[src/rtl/mux_pipe_reg.sv]
// N:1 selector feeding a registered valid/ready output stage with a one-entry skid
// buffer, flush, and out-of-range select flagging.
module mux_pipe_reg #(
  parameter int WIDTH  = 5,
  parameter int NUM_IN = 8,
  parameter int SEL_W  = 3
) (
  input  logic                    clk,
  input  logic                    reset,
  input  logic                    flush,
  input  logic [NUM_IN*WIDTH-1:0] in_bus,
  input  logic [SEL_W-1:0]        select,
  input  logic                    in_valid,
  output logic                    in_ready,
  output logic [WIDTH-1:0]        out_data,
  output logic [SEL_W-1:0]        out_sel,
  output logic                    out_err,
  output logic                    out_valid,
  input  logic                    out_ready
);

  if (SEL_W != $clog2(NUM_IN) || NUM_IN < 2 || NUM_IN > 256) begin : g_bad_cfg
    $error("mux_pipe_reg: NUM_IN must be 2..256 and SEL_W must equal clog2(NUM_IN)");
  end

  typedef struct packed {
    logic [WIDTH-1:0] data;
    logic [SEL_W-1:0] sel;
    logic             err;
  } beat_t;

  beat_t m_q, m_d, s_q, s_d, cap;
  logic  m_vld_q, m_vld_d, s_vld_q, s_vld_d;
  logic  xfer_in, m_drain;

  // Ready depends only on skid occupancy, so stalls never ripple combinationally upstream.
  assign in_ready  = !s_vld_q && !reset;
  assign xfer_in   = in_valid && in_ready;
  assign m_drain   = !m_vld_q || out_ready;

  assign out_data  = m_q.data;
  assign out_sel   = m_q.sel;
  assign out_err   = m_q.err;
  assign out_valid = m_vld_q;

  always_comb begin
    cap      = '0;
    cap.sel  = select;
    cap.err  = {{(32-SEL_W){1'b0}}, select} >= 32'(NUM_IN);
    for (int k = 0; k < NUM_IN; k++) begin
      if (select == SEL_W'(k)) cap.data = in_bus[k*WIDTH +: WIDTH];
    end
  end

  always_comb begin
    m_d     = m_q;
    s_d     = s_q;
    m_vld_d = m_vld_q;
    s_vld_d = s_vld_q;
    if (flush) begin
      m_vld_d = 1'b0;
      s_vld_d = 1'b0;
    end else if (m_drain) begin
      if (s_vld_q) begin
        m_d     = s_q;
        m_vld_d = 1'b1;
        s_vld_d = xfer_in;
        if (xfer_in) s_d = cap;
      end else begin
        m_vld_d = xfer_in;
        if (xfer_in) m_d = cap;
      end
    end else if (xfer_in) begin
      s_d     = cap;
      s_vld_d = 1'b1;
    end
  end

  always_ff @(posedge clk) begin
    if (reset) begin
      m_q     <= '0;
      s_q     <= '0;
      m_vld_q <= 1'b0;
      s_vld_q <= 1'b0;
    end else begin
      m_q     <= m_d;
      s_q     <= s_d;
      m_vld_q <= m_vld_d;
      s_vld_q <= s_vld_d;
    end
  end

endmodule
[config.mk]
export PLATFORM = sky130hd
export DESIGN_NAME = mux_pipe_reg
export DESIGN_NICKNAME = d
export VERILOG_FILES = /design/src/rtl/mux_pipe_reg.sv
export SDC_FILE = /design/constraint.sdc
export NUM_CORES = 1
export LEC_CHECK = 0
export BUFFER_PORTS_ARGS = -buffer_cell sky130_fd_sc_hd__buf_4
export CORE_MARGIN = 2
export CORE_UTILIZATION = 37
export CTS_BUF_LIST = sky130_fd_sc_hd__clkbuf_8
export CTS_CLUSTER_SIZE = 25
export DETAILED_ROUTE_END_ITERATION = 10
export GPL_TIMING_DRIVEN = 0
export PLACE_DENSITY = 0.66
export SYNTH_ARGS = -nofsm -noshare
export SYNTH_HDL_FRONTEND = slang
export SYNTH_SLANG_ARGS = --single-unit
[constraint.sdc]
create_clock -name clk -period 2.1 [get_ports clk]
set_input_delay 0.42 -clock clk [delete_from_list [all_inputs] [get_ports clk]]
set_output_delay 0.42 -clock clk [all_outputs]
set_load 0.02 [all_outputs]
Word level (Yosys, flattened, before mapping)
Cells that the tools add are included.
Widths: inputs -> output; s select.
{ "op_classes": {"n_mul": 0, "reduce_logical": 12, "bitwise": 1, "add_sub_neg": 0, "muxes": 17, "magnitude_cmp": 0, "n_div": 0, "shift": 0, "n_eq_ne": 8} }
{ "ops": {"columns": ["op", "count"], "rows": [
  ["$mux 9", 5],
  ["$mux 5", 8],
  ["$eq 3x3->1 const B", 4],
  ["$eq 3x2->1 const B", 2],
  ["$mux 1", 4],
  ["$reduce_bool 2->1", 2],
  ["$eq 3x1->1 const B", 1],
  ["$logic_not 1->1", 3],
  ["$logic_not 3->1", 1],
  ["$reduce_and 3->1", 1],
  ["$logic_and 1x1->1", 2],
  ["$ne 2x2->1 const B", 1],
  ["$reduce_and 2->1", 1],
  ["$reduce_or 2->1", 1],
  ["$logic_or 1x1->1", 1],
  ["$not 1->1", 1]
]} }
{ "word_totals": {"latchBits": 0, "romBits": 0, "in_bits": 48, "ram_bits": 0, "word_cells": 46, "out_inout_bits": 11, "memories": 0, "regBits": 20} }

Logic depth before layout (Yosys ltp)
{ "depth": {"ltp_word": 12, "ltp_mapped": 7, "ltp_nobuf": 5} }

Least setup slack after synthesis
No wires, ideal clock.
{ "synth_timing": {"kind": "input to register", "startpoint": "input port select[1]", "endpoint": "register m_q, in the netlist out_data[1]", "setup_time_ns": 0.132, "arrival_time_ns": 1.462, "t_required_ns": 1.968, "path_slack_ns": 0.506, "path_buffers": 2, "cell_stages": 7, "cell_sequence": "buf_4 buf_6 and2_1 a32oi_1 a21oi_1 o311ai_2 a21oi_1"} }
{ "synth_between": {"elab_chain_len": 11, "word_cells_on_any_way": 18, "classes_between": "eq/ne (7); mux (10); reduce/logical (1)"} }
{ "synth_rtl": {"columns": ["element", "line", "source"], "rows": [
  ["start, declared", "12", "input logic [SEL_W-1:0] select,"],
  ["$logic_not 3->1", "51", "if (select == SEL_W'(k)) cap.data = in_bus[k*WIDTH +: WIDTH];"],
  ["$mux 5 (7 in a row)", "51", null],
  ["$mux 5 *", "51", null],
  ["$mux 9 *", "71", "if (xfer_in) m_d = cap;"],
  ["$mux 9 *", "64", "if (s_vld_q) begin"],
  ["end signal, assigned", "86", "m_q <= m_d;"],
  ["end, declared", "32", "beat_t m_q, m_d, s_q, s_d, cap;"]
]} }
Every way passes the cells marked *; elsewhere a longest branch is shown, timed or not. The select of a mux whose other input is x is not followed.
A chain may end at the register's enable or synchronous reset.

Worst setup path after layout
{ "layout_timing": {"startpoint": "input port select[0]", "endpoint": "register m_q, in the netlist out_data[1]"} }
Same word-level chain as after synthesis.

==> out/qor.yml <==
clocking:
  cts_resized: 0
  postCtsHoldBufs: 0
  cts_tree: "done"
  cts_setup_buffers: 0
  cts_buffer_depth: 2
  clk_latency_ps: 250
  cts_buffers: 3
  ctsRootBufferMaster: "clkbuf_8"
  h-tree-depth: 1
  cts_sinks: 18
  path_clk_slew_ps: 60
floorplan:
  die_area_um2: 3783
  die_w_um: 61.51
  io_pins: 59
  start_util: 0.3944
  dieHeight_um: 61.51
  fp-row-count: 20
  core_region_area_um2: 3103
worst_setup_path:
  endpoint: "out_data[1]"
  crit_start: "select[0]"
  critPathLaunchType: "input port"
  reg2reg_depth: 5
  crit_type: "in2reg"
  cp-end-kind: "flip-flop"
  cp_data_arrival_time_ps: 1690
  required_ps: 2220
  critPathMaxFanout: 10
  rr_endpoint: "out_data[1]"
  rrSetupSlack_ps: 600
  timing.rr.start: "s_vld_q"
hold_path:
  hold_path.class: "in2reg"
synthesis:
  ys_ff_latch: 18
  ys.flop_type: "dfxtp_1"
  syn_area_um2: 1224
  synth_area_leaders: "dfxtp_1 29%, mux4_1 8.6%, mux2i_1 8.2%"
  syn_nets: 176
  yosys.area.top_type: "dfxtp_1"
  synth.cells.most_frequent: "18 x dfxtp_1, 10 x mux2i_1, 9 x a21oi_1, 9 x nor2_1, 8 x o21ai_0"
  avgSynthCellArea_um2: 9.560
  synth_most_common_cell: "dfxtp_1"
  synth_edf_count: 0
  synth-compound-area-share: 0.2434
  synthCells: 128
  yosysTopAreaCellShare: 0.2945
  yosys_warnings: 0
  synthMuxAreaShare: 0.2137
  synth-xor-area-share: 0
  async_flop_share: 0
  yosys.area_share.simple: 0.1687
  synth_top_family_by_area: "compound AO/OA/AOI/OAI gates"
  synth.yosys.seq_area_share: 0.2945
  synth_cell_types: 37
  synthAdderAreaFrac: 0
timing:
  max_freq_mhz: 639.4
  period_minus_slack_ps: 1564
  rsz0062_at_grt: "false"
  slew_violations: 0
  clock_skew_ps: 0.4382
  period_share: 0.7448
  slew_headroom: 0.6459
  fin_setup_tns_ps: 0
  worstMarginPinSlew_ps: 528.9
  hold_viol_final: 0
  setup_viol: 0
finish:
  regArea_um2: 360.3
  final_core_util: 0.5653
  diodes: 0
  multiInputGateArea_um2: 769.5
  area_growth_syn_to_layout_pct: 43.35
  nets: 237
  fin_cells: 232
  drive_gt1_frac: 0.4309
  nFillCells: 310
drt:
  first_pass_iters: 4
  wl_met1_um: 1315
  met3_wirelength_um: 210
  vias: 1203
  highest_layer: "met4"
  ant_nets: 0
  drc: 0
  wl_met2_um: 1441
  wirelength_um: 2995
  drt_iter0_markers: 45
  vias_per_cell: 5.185
  wl_per_cell_um: 12.91
flow_run:
  drv_cap: 0
global_routing:
  grt_usage: 0.1756
  grt.overflow.total: 0
  grt_pass1_wl_um: 5002
  antenna_found_initial: 0
  grt_start_max_net_pins: 11
  first_global_vias: 1166
outcome:
  run_status: "complete, no violations"
power_and_ir_drop:
  p_per_area_nw_per_um2: 493.0
  p_leak_nw: 0.7911
  total_power_w: 0.0008648
  irDropWorstVdd_mv: 0.3021
place:
  placedCellCount: 228
  port_buffers: 56
  dp_hpwl_um: 2562
  finalWeightedCongestion: 0.7632
## final cells by class
class                           instances  area share
Inverter                                3    0.006419
Sequential cell                        18      0.2054
Timing Repair Buffer                   56      0.2397
Clock buffer                            4     0.03138
Tap cell                               44     0.03138
Buffer                                 11     0.04708
Multi-Input combinational cell         96      0.4387
## critical path: stages
cell and delay [ps]:
buf_4 130, buf_6 140, and2b_2 240, a32oi_1 270, a21oi_1 140, o311ai_2 260
a21oi_1 90
## registers in the layout, indices dropped and copies added (netlist names)
name and flops:
out_valid 1, out_sel 3, s_vld_q 1, s_q 8, out_data 5
## cell usage in the layout, fill, tap and decap left out, drive strengths merged, types with 2 or more instances in the layout
cell,netlist,routed
o221ai,2,2
nand2,7,7
mux2,3,3
nand2b,3,3
a21oi,9,9
o21ai,10,10
a211oi,4,4
o211a,2,2
nand3,5,5
buf,9,65
nand4,2,2
mux2i,10,10
a32oi,3,3
o211ai,2,2
clkbuf,2,6
dfxtp,18,18
o2bb2a,2,2
nor2b,4,4
inv,3,3
nor2,9,9
and3b,2,2
mux4,5,5
a22oi,3,3
## layer usage
metal | vias to the layer above | global-route usage
met3 | 2 | 0.02311
met2 | 53 | 0.3173
met5 | - | 0
met1 | 543 | 0.2147
met4 | 0 | 0.05471
li1 | 605 | -
## per-stage QoR
stage,hold slack (ps),area (um2),setup slack (ps)
floorplan,434.9,1224,505.8
global placement,450.9,1699,303.8
detailed placement,461.9,1699,264.5
CTS,348.9,1754,529.4
global route,359.8,1754,401.1
finish,352.2,1754,536.0
## cells by family after synthesis
kind of cell	Yosys count
simple gates	38
compound gates	39
flops	18
buf+inv	14
mux	18
other cells	1
## how the worst min path moves through the flow
stage / from / to / slack (ps) / cells after the start
floorplan: s_q[5] / s_q[5] / 430 / 2
global placement: s_q[5] / s_q[5] / 450 / 2
detailed placement: s_q[5] / s_q[5] / 460 / 2
CTS: flush / out_valid / 350 / 2
global route: flush / out_valid / 360 / 2
finish: flush / out_valid / 350 / 2
## where the power goes
part           leakage (nW)  internal (W)  switching, W  total, W
combinational         0.616      0.000132     0.0000997  0.000232
clock                0.0288      0.000166      0.000111  0.000277
sequential            0.146      0.000351    0.00000464  0.000356
Power figures use the tool's default switching activity.
